===== config.mk =====
export PLATFORM = sky130hd
export DESIGN_NAME = regfile_writer_flat
export DESIGN_NICKNAME = d
export VERILOG_FILES = /design/src/rtl/regfile_writer_pkg.sv /design/src/rtl/regfile_writer_if.sv /design/src/rtl/regfile_writer_wb_fifo.sv /design/src/rtl/regfile_writer.sv /design/src/flat_wrapper.sv
export SDC_FILE = /design/constraint.sdc
export NUM_CORES = 1
export LEC_CHECK = 0
export CORE_MARGIN = 5
export CORE_UTILIZATION = 45
export DETAILED_ROUTE_END_ITERATION = 6
export MAX_ROUTING_LAYER = met4
export PLACE_DENSITY = 0.67
export SLEW_MARGIN = 20
export SYNTH_ARGS = -nofsm -noshare
export SYNTH_HDL_FRONTEND = slang
export SYNTH_SLANG_ARGS = --single-unit

===== constraint.sdc =====
create_clock -name clk -period 4.3 [get_ports clk]
set_input_delay 1.075 -clock clk [delete_from_list [all_inputs] [get_ports clk]]
set_output_delay 1.075 -clock clk [all_outputs]
set_load 0.01 [all_outputs]

===== src/rtl/regfile_writer_pkg.sv =====
// regfile_writer shared definitions.
// Defaults, address-width helper and slot-select encoding.
package regfile_writer_pkg;

  localparam int WIDTH_DEF  = 32;
  localparam int DEPTH_DEF  = 32;
  localparam int QDEPTH_DEF = 4;

  // Write slot owner for the current cycle
  typedef enum logic [1:0] {
    SEL_IDLE,
    SEL_PIPE,
    SEL_AUX
  } sel_e;

  function automatic int addr_w(input int depth);
    return $clog2(depth);
  endfunction

endpackage


===== src/rtl/regfile_writer_if.sv =====
// Auxiliary result handshake into the write-port manager.
// Long-latency units are the master side.
interface regfile_writer_if #(
  parameter int WIDTH = 32,
  parameter int ADDR  = 5
);

  logic             valid;
  logic             ready;
  logic [ADDR-1:0]  dst;
  logic [WIDTH-1:0] data;

  modport master (
    output valid,
    output dst,
    output data,
    input  ready
  );

  modport slave (
    input  valid,
    input  dst,
    input  data,
    output ready
  );

endinterface


===== src/rtl/regfile_writer_wb_fifo.sv =====
// In-order writeback FIFO for out-of-band results.
// Exposes a per-entry register match vector for hazard checks.
module wb_fifo
  import regfile_writer_pkg::*;
#(
  parameter  int WIDTH  = WIDTH_DEF,
  parameter  int ADDR   = 5,
  parameter  int QDEPTH = QDEPTH_DEF,
  localparam int PW     = $clog2(QDEPTH),
  localparam int CW     = PW + 1
) (
  input  logic              clk,
  input  logic              reset,
  input  logic              push,
  input  logic [ADDR-1:0]   push_reg,
  input  logic [WIDTH-1:0]  push_data,
  input  logic              pop,
  output logic [ADDR-1:0]   head_reg,
  output logic [WIDTH-1:0]  head_data,
  output logic              empty,
  output logic              full,
  output logic [CW-1:0]     count,
  input  logic [ADDR-1:0]   chk_reg1,
  input  logic [ADDR-1:0]   chk_reg2,
  output logic [QDEPTH-1:0] match1,
  output logic [QDEPTH-1:0] match2
);

  // Entry layout: {reg, data}
  logic [ADDR+WIDTH-1:0] mem [QDEPTH];
  logic [QDEPTH-1:0]     vld;
  logic [QDEPTH-1:0]     vld_n;
  logic [PW-1:0]         wp;
  logic [PW-1:0]         rp;

  always_comb begin
    vld_n = vld;
    if (pop) vld_n[rp] = 1'b0;
    if (push) vld_n[wp] = 1'b1;
  end

  always_ff @(posedge clk) begin
    if (reset) begin
      wp    <= '0;
      rp    <= '0;
      count <= '0;
      vld   <= '0;
    end else begin
      if (push) wp <= wp + PW'(1);
      if (pop) rp <= rp + PW'(1);
      count <= count + CW'(push) - CW'(pop);
      vld   <= vld_n;
    end
  end

  always_ff @(posedge clk) begin
    if (push) mem[wp] <= {push_reg, push_data};
  end

  assign head_reg  = mem[rp][ADDR+WIDTH-1:WIDTH];
  assign head_data = mem[rp][WIDTH-1:0];
  assign empty     = (count == '0);
  assign full      = (count == CW'(QDEPTH));

  for (genvar i = 0; i < QDEPTH; i++) begin : g_match
    assign match1[i] = vld[i] &&
      (mem[i][ADDR+WIDTH-1:WIDTH] == chk_reg1);
    assign match2[i] = vld[i] &&
      (mem[i][ADDR+WIDTH-1:WIDTH] == chk_reg2);
  end

endmodule


===== src/rtl/regfile_writer.sv =====
// Register-file write-port manager: pipeline writeback
// has priority, out-of-band results wait in a FIFO.
module regfile_writer
  import regfile_writer_pkg::*;
#(
  parameter  int WIDTH  = WIDTH_DEF,
  parameter  int DEPTH  = DEPTH_DEF,
  parameter  int QDEPTH = QDEPTH_DEF,
  localparam int ADDR   = addr_w(DEPTH),
  localparam int CW     = $clog2(QDEPTH) + 1
) (
  input  logic             clk,
  input  logic             reset,
  input  logic             pipe_we,
  input  logic [ADDR-1:0]  pipe_reg,
  input  logic [WIDTH-1:0] pipe_data,
  regfile_writer_if.slave  aux,
  output logic             regwrite,
  output logic [ADDR-1:0]  wreg,
  output logic [WIDTH-1:0] wdata,
  input  logic [ADDR-1:0]  chk_reg1,
  input  logic [ADDR-1:0]  chk_reg2,
  output logic             chk_pend1,
  output logic             chk_pend2,
  output logic             q_full,
  output logic [CW-1:0]    q_count
);

  logic              pipe_hit;
  logic              q_empty;
  logic              push;
  logic              pop;
  logic [ADDR-1:0]   head_reg;
  logic [WIDTH-1:0]  head_data;
  logic [QDEPTH-1:0] match1;
  logic [QDEPTH-1:0] match2;
  sel_e              sel;

  // A pipeline write to r0 is an idle slot
  assign pipe_hit = pipe_we && (pipe_reg != '0);

  always_comb begin
    sel = SEL_IDLE;
    unique case (1'b1)
      pipe_hit:              sel = SEL_PIPE;
      !pipe_hit && !q_empty: sel = SEL_AUX;
      default:               sel = SEL_IDLE;
    endcase
  end

  assign pop       = (sel == SEL_AUX);
  assign aux.ready = !reset && !q_full;
  assign push      = aux.valid && aux.ready &&
                     (aux.dst != '0);

  wb_fifo #(
    .WIDTH  (WIDTH),
    .ADDR   (ADDR),
    .QDEPTH (QDEPTH)
  ) u_fifo (
    .clk       (clk),
    .reset     (reset),
    .push      (push),
    .push_reg  (aux.dst),
    .push_data (aux.data),
    .pop       (pop),
    .head_reg  (head_reg),
    .head_data (head_data),
    .empty     (q_empty),
    .full      (q_full),
    .count     (q_count),
    .chk_reg1  (chk_reg1),
    .chk_reg2  (chk_reg2),
    .match1    (match1),
    .match2    (match2)
  );

  always_ff @(posedge clk) begin
    if (reset) begin
      regwrite <= 1'b0;
      wreg     <= '0;
      wdata    <= '0;
    end else begin
      unique case (sel)
        SEL_PIPE: begin
          regwrite <= 1'b1;
          wreg     <= pipe_reg;
          wdata    <= pipe_data;
        end
        SEL_AUX: begin
          regwrite <= 1'b1;
          wreg     <= head_reg;
          wdata    <= head_data;
        end
        default: regwrite <= 1'b0;
      endcase
    end
  end

  assign chk_pend1 = (chk_reg1 != '0) && ((|match1) ||
                     (regwrite && (wreg == chk_reg1)));
  assign chk_pend2 = (chk_reg2 != '0) && ((|match2) ||
                     (regwrite && (wreg == chk_reg2)));

endmodule

===== src/flat_wrapper.sv =====
// flat-port wrapper written by rule: the top's interface ports become plain ports
module regfile_writer_flat import regfile_writer_pkg::*;
#(
  parameter  int WIDTH  = WIDTH_DEF,
  parameter  int DEPTH  = DEPTH_DEF,
  parameter  int QDEPTH = QDEPTH_DEF,
  localparam int ADDR   = addr_w(DEPTH),
  localparam int CW     = $clog2(QDEPTH) + 1
)
  (clk, reset, pipe_we, pipe_reg, pipe_data, regwrite, wreg, wdata, chk_reg1, chk_reg2, chk_pend1, chk_pend2, q_full, q_count, aux_valid, aux_dst, aux_data, aux_ready);
  regfile_writer_if #(.WIDTH(WIDTH)) aux_i ();
  input  logic clk;
  input  logic reset;
  input  logic pipe_we;
  input  logic [ADDR-1:0] pipe_reg;
  input  logic [WIDTH-1:0] pipe_data;
  output logic regwrite;
  output logic [ADDR-1:0] wreg;
  output logic [WIDTH-1:0] wdata;
  input  logic [ADDR-1:0] chk_reg1;
  input  logic [ADDR-1:0] chk_reg2;
  output logic chk_pend1;
  output logic chk_pend2;
  output logic q_full;
  output logic [CW-1:0] q_count;
  input wire logic [$bits(aux_i.valid)-1:0] aux_valid;
  input wire logic [$bits(aux_i.dst)-1:0] aux_dst;
  input wire logic [$bits(aux_i.data)-1:0] aux_data;
  output wire logic [$bits(aux_i.ready)-1:0] aux_ready;
  assign aux_i.valid = aux_valid;
  assign aux_i.dst = aux_dst;
  assign aux_i.data = aux_data;
  assign aux_ready = aux_i.ready;
  regfile_writer #(.WIDTH(WIDTH), .DEPTH(DEPTH), .QDEPTH(QDEPTH)) u_core (.clk(clk), .reset(reset), .pipe_we(pipe_we), .pipe_reg(pipe_reg), .pipe_data(pipe_data), .aux(aux_i), .regwrite(regwrite), .wreg(wreg), .wdata(wdata), .chk_reg1(chk_reg1), .chk_reg2(chk_reg2), .chk_pend1(chk_pend1), .chk_pend2(chk_pend2), .q_full(q_full), .q_count(q_count));
endmodule

==> results of run 1 <==
## how the worst max path moves through the flow
| stage | slack [ps] | cells after the start | start | to |
|---|---|---|---|---|
| 2_1_floorplan | 990 | 11 | pipe_reg[1] | u_core.u_fifo.count[2] |
| 3_5_place_dp | 120 | 7 | chk_reg2[3] | chk_pend2 |
| 6_report | 110 | 7 | chk_reg2[3] | chk_pend2 |
| 4_1_cts | 120 | 7 | chk_reg2[3] | chk_pend2 |
| 3_3_place_gp | 160 | 7 | chk_reg2[3] | chk_pend2 |
| 5_1_grt | 10 | 7 | chk_reg2[3] | chk_pend2 |
## cells in the mapped netlist, types with 2 or more instances
library cell	number
nor2_1	47
nor4_1	10
clkbuf_1	24
or3_1	2
nand2_1	79
a21oi_1	2
buf_4	3
ha_1	10
edfxtp_1	148
dfxtp_1	51
a311oi_1	36
nand3_1	16
or4_1	2
mux4_2	37
buf_6	6
xnor2_1	13
o22a_1	2
buf_2	6
xor2_1	41
inv_1	7
and2_1	4
a22oi_1	5
buf_1	3
## sequential cells by signal (all words and copies together), names as in the netlist, named ones only
| name | cells |
|---|---|
| u_core.regwrite | 1 |
| u_core.wreg | 5 |
| u_core.u_fifo.rp | 2 |
| u_core.u_fifo.vld | 4 |
| u_core.u_fifo.wp | 2 |
| u_core.u_fifo.mem | 148 |
| u_core.wdata | 32 |
| u_core.u_fifo.count | 3 |
## worst max-delay path, cell delays in order
cell and delay [ps]:
clkdlybuf4s50_1 600, xor2_1 230, nor4_1 330, nand3_1 120, nand3_1 80, o22a_1 150
clkdlybuf4s50_1 540
## final cells by class
cell class | instances | area (um^2) | area share (%)
Tap cell | 229 | 287 | 2.77
Sequential cell | 199 | 5470 | 52.8
Multi-Input combinational cell | 316 | 2590 | 25.0
Timing Repair Buffer | 139 | 1370 | 13.2
Inverter | 7 | 26.3 | 0.254
Clock inverter | 15 | 189 | 1.82
Clock buffer | 17 | 425 | 4.11
## per-stage QoR
stage	setup WS (ps)	hold WS, ps	total power (uW)	instances
floorplan	987	486	3220	564
global placement	161	467	3730	890
detailed placement	120	473	3750	890
CTS	121	484	5380	922
global route	12.4	507	5590	922
finish	111	483	5320	922
## layer usage
layer	share of wire (%)	vias to the layer above
li1	-	2342
met1	42	2548
met2	51	152
met3	4.6	30
met4	2.6	0
met5	0	-
## cells by family after synthesis
kind of cell	count (synthesis)
flops	199
simple gates	166
xor+xnor	54
buf+inv	49
compound gates	48
mux	37
fa+ha+maj	11
## power by group through the flow
stage | sequential [uW] | combinational, uW | clock, uW
after floorplan | 2390 | 829 | 0
after global placement | 2460 | 1270 | 0
after detailed placement | 2470 | 1270 | 0
after CTS | 2430 | 1280 | 1660
after global routing | 2460 | 1380 | 1750
final | 2420 | 1260 | 1640
## repair_timing
item                                    4_1_cts  5_1_grt
resized for setup                             0        2
hold endpoints to repair                      0        0
setup buffers                                 0        0
hold buffers                                  0        0
endpoints found under the setup margin        0        1
==> metrics, run 1 <==
Psw 1510 uW; final WL 19.2 mm; # H-tree levels 4; PD cells 513 nW/um^2; Synth Area in Compound Gates 5.00%; num rows 49; Post-synth EDFFs 148; XOR/XNOR Fraction of Synth Area 5.70%; worst skew pair latency 430 ps; reg-to-reg critical path endpoint u_core.u_fifo.count[2]; Port Buffers 132; first-pass GRT wire length 30.4 mm; Die Y 146 um; worst hold path depth 2; via/cell ratio 5.50; async set or reset register ratio after synthesis 0%; synth warn 0; class of the worst hold path reg -> reg; Layout area overhead 25.0%; first drt pass iteration count 4; crit-path max FO 6; CP Launch Type input port; clk slew on worst S/H paths 70 ps; most common cell after layout, fill and taps aside edfxtp_1; DIE WIDTH 146 um; Area contributors post-synth edfxtp_1 54%, dfxtp_1 12%, mux4_2 10%; Worst EP required 3220 ps; cell internal pwr 3810 uW; reg2reg start u_core.u_fifo.count[1]; crit path kind in -> out; RSZ-0062 raised after global routing no; Worst VDD drop 0.317 mV; Sink Count 199; Root Driver clkbuf_16; Synth area leader edfxtp_1; routability congestion estimate 0.876; Ports 133; FILL cells 1,450; DRT iter0 DRCs 280; Rel. slew slack 29.5%; initial antenna violation count 0; GRT busiest layer met2; CTS tree built; period utilization 97.4%; combinational power share 23.6%; Pleak 0.00348 uW; mean post-synth cell area 14.7 um^2; worst slew pin tran 1060 ps; Total Routing Usage GR 18.9%; Syn Nets 663; max-cap viol count 0; met1 track demand over resource 23.6%; Slew Viols, Final 0; fraction of layout cells with a size suffix above 1 12.6%; critical path capture point type output port; crit path time final 4190 ps; nets 779; Initial Utilization 46.0%; Post-synth top flop edfxtp_1; Hold Startpoint u_core.wdata[23]; core area 18,000 um^2; reg-to-reg setup timing slack 1440 ps; Post-Syn Area 8290 um^2; R2R depth 12; GRT met2 Usage 30.8%; main combinational cell family by area after synthesis multiplexers; Hold Crit Endpoint u_core.wdata[23]; Reg power frac 45.6%; antenna fix cells 0; Synth Area in Simple Gates 8.59%; Clock Skew 10.2 ps; f_max 239 MHz; remaining global-route overflow 0; clk buf depth 2; Fin Setup TNS 0 ps; drt wl/cell 20.8 um; top-area cell type share of the netlist area 53.6%; vias in the first global route 5,407; Final Setup Violations 0; Post-Syn Instances 564; Final Util 57.5%; switching part of the total 28.3%; met3 Track Usage GR 3.77%; Clock power frac 30.8%; commonest non-fill, non-tap cells in the layout 148 x edfxtp_1, 130 x clkdlybuf4s50_1, 79 x nand2_1; CP arrival 3110 ps; largest net degree at the start of global routing 79; Routed Antenna Nets 0; # DRC 0; detailed placer's ending HPWL 12.8 mm; Vias 5,072; Placed Area 9740 um^2; die area 21,200 um^2; CTS buffer count 17; post-synthesis adder-cell area fraction 1.75%; status completed; post-synth cell types 33; final instance area 10,400 um^2; #FFs+latches synth 199; number of failing hold endpoints at the final stage 0; post-synthesis sequential area ratio 65.9%; multiplexer share of the synthesized area 10.1%
Note: power is estimated with default switching activity, not from simulation.
==> inputs of run 2 (changes only) <==
- CORE_ASPECT_RATIO: default -> 1.75
==> run 2 against run 1 <==
Maximum frequency increased by 1.0%. Via count about the same. Core utilization about the same. Cell area up 0.15%. Setup slack gained 43 ps. Register-to-register slack better by 60 ps. Clock-buffer cell count up 2. Wire length rose by 6.8%. Power down 2.1%. Global-route usage grew 1.3 points. Largest power group unchanged.
==> metrics, run 2 (synthesized netlist as in run 1, its figures left out) <==
Vias 5,073 (+0.020%); DRT iter0 DRCs 323 (+15%); period utilization 96.4% (-1.0 points); clk buf depth 2 (unchanged); worst slack, placed 136 ps (+16.3 ps); RSZ-0062 raised after global routing no; WP buf/inv 2 (unchanged); nets 781 (+0.26%); worst skew pair latency 430 ps (about the same); DIE WIDTH 113 um (-23%); Ports 133 (unchanged); Layout area overhead 25.1%; class of the worst hold path reg -> reg; Final WS setup 154 ps (+42.9 ps); worst slew pin tran 1080 ps (+18.1 ps); worst hold path depth 2 (unchanged); number of failing hold endpoints at the final stage 0 (unchanged); die area 21,300 um^2 (+0.51%); status completed; Slew Viols, Final 0 (unchanged); Root Driver clkbuf_16; Worst VDD drop 0.301 mV (-4.9%); crit path time final 4150 ps (-42.9 ps); CP arrival 3070 ps (-40 ps); drt wl/cell 22.1 um (+5.9%); largest net degree at the start of global routing 79 (unchanged); via/cell ratio 5.45 (-0.84%); CTS tree built; R2R depth 12 (unchanged); final instance area 10,400 um^2 (+0.15%); Routed Antenna Nets 0 (unchanged); Top Registers u_core.u_fifo.mem x148, u_core.wdata x32, u_core.wreg x5; CP cell instances clkdlybuf4s50_1, xor2_1, nor4_1, nand3_1, nand3_1, o22a_1, clkdlybuf4s50_1; post-cts resize count 0 (unchanged); first-pass GRT wire length 31.6 mm (+3.9%); final WL 20.5 mm (+6.8%); vias in the first global route 5,366 (-0.76%); crit-path max FO 6 (unchanged); Die Y 190 um (+30%); Clock Skew 9.70 ps (-0.533 ps); num rows 65 (+33%); commonest non-fill, non-tap cells in the layout 148 x edfxtp_1, 127 x clkdlybuf4s50_1, 79 x nand2_1; routability congestion estimate 0.938 (+7.1%); Fin Setup TNS 0 ps (unchanged); most common cell after layout, fill and taps aside edfxtp_1; Largest register FFs 148 (unchanged); Largest Register u_core.u_fifo.mem; CP Launch Type input port; max-cap viol count 0 (unchanged); CTS buffer count 17 (unchanged); Initial Utilization 45.9% (-0.076 points); core area 18,100 um^2 (+0.17%); initial antenna violation count 1 (+1); critical path's slowest cell clkdlybuf4s50_1; PD cells 502 nW/um^2 (-2.2%); # H-tree levels 4 (unchanged); remaining global-route overflow 0 (unchanged); max incr delay on CP 570 ps (-30 ps); critical path capture point type output port; # DRC 0 (unchanged); Rel. slew slack 28.3% (-1.2 points); Port Buffers 132 (unchanged); detailed placer's ending HPWL 14.3 mm (+12%); largest delay contributor family on the critical path buffers and inverters; Worst EP required 3220 ps (about the same); Pleak 0.00351 uW (+0.68%); crit path kind in -> out; Hold Buf Count CTS 0 (unchanged); WP depth 7 (unchanged); Sink Count 199 (unchanged); hold slack 481 ps (-1.68 ps); first drt pass iteration count 5 (+1); clk slew on worst S/H paths 70 ps (about the same); Placed Area 9810 um^2 (+0.73%); Total Routing Usage GR 20.2% (+1.3 points); fraction of layout cells with a size suffix above 1 12.7% (+0.11 points); f_max 241 MHz (+1.0%); Post-CTS Setup Repair Bufs 0 (unchanged); Final Setup Violations 0 (unchanged)
-- run 2: changes by cell type in the layout (fill, tap and decap cells not counted), sizes merged --
cell           previous run  this run
bufinv                    3         0
inv                      14        15
clkinvlp                  0         1
dlymetal6s2s              1         4
diode                     0         1
clkdlybuf4s50           130       127
buf                       8        10
clkinv                    5         4
clkbuf                   17        19
-- run 2: worst paths after layout --
kind                           from  slack, ps                      to
min reg2reg         u_core.wdata[3]        480         u_core.wdata[3]
min                 u_core.wdata[3]        480         u_core.wdata[3]
max reg2reg  u_core.u_fifo.count[1]       1500  u_core.u_fifo.count[2]
max                     chk_reg2[3]        150               chk_pend2
-- run 2: area by class of cell --
type	count	area [um^2]
Fill cell	1497	7680
Sequential cell	199	5470
Multi-Input combinational cell	316	2590
Timing Repair Buffer	141	1440
Clock buffer	19	443
Tap cell	234	293
Clock inverter	13	111
Inverter	7	26.3
Antenna cell	1	2.50
-- run 2: stage by stage --
step	power [uW]	instances	utilization (%)
floorplan	3220	564	-
global placement	3760	897	54.3
detailed placement	3780	897	54.3
CTS	5280	929	57.4
global route	5480	930	57.5
finish	5210	930	57.5
-- run 2: report_power, final --
group	total, uW	switching (uW)	internal [uW]
sequential	2410	178	2240
combinational	1300	655	645
clock	1490	719	776
-- run 2: metal layers --
metal / vias to the layer above / global-route usage, % / wire, um
li1: 2345 / - / -
met1: 2535 / 21.1 / 7220
met2: 158 / 37.1 / 11800
met3: 35 / 3.79 / 829
met4: 0 / 7.73 / 676
met5: - / - / 0
-- run 2: tightest hold or removal path, cell delays in order, from the launching register on --
cell and delay [ps]:
dfxtp_1 320, nand2_1 50, a311oi_1 70
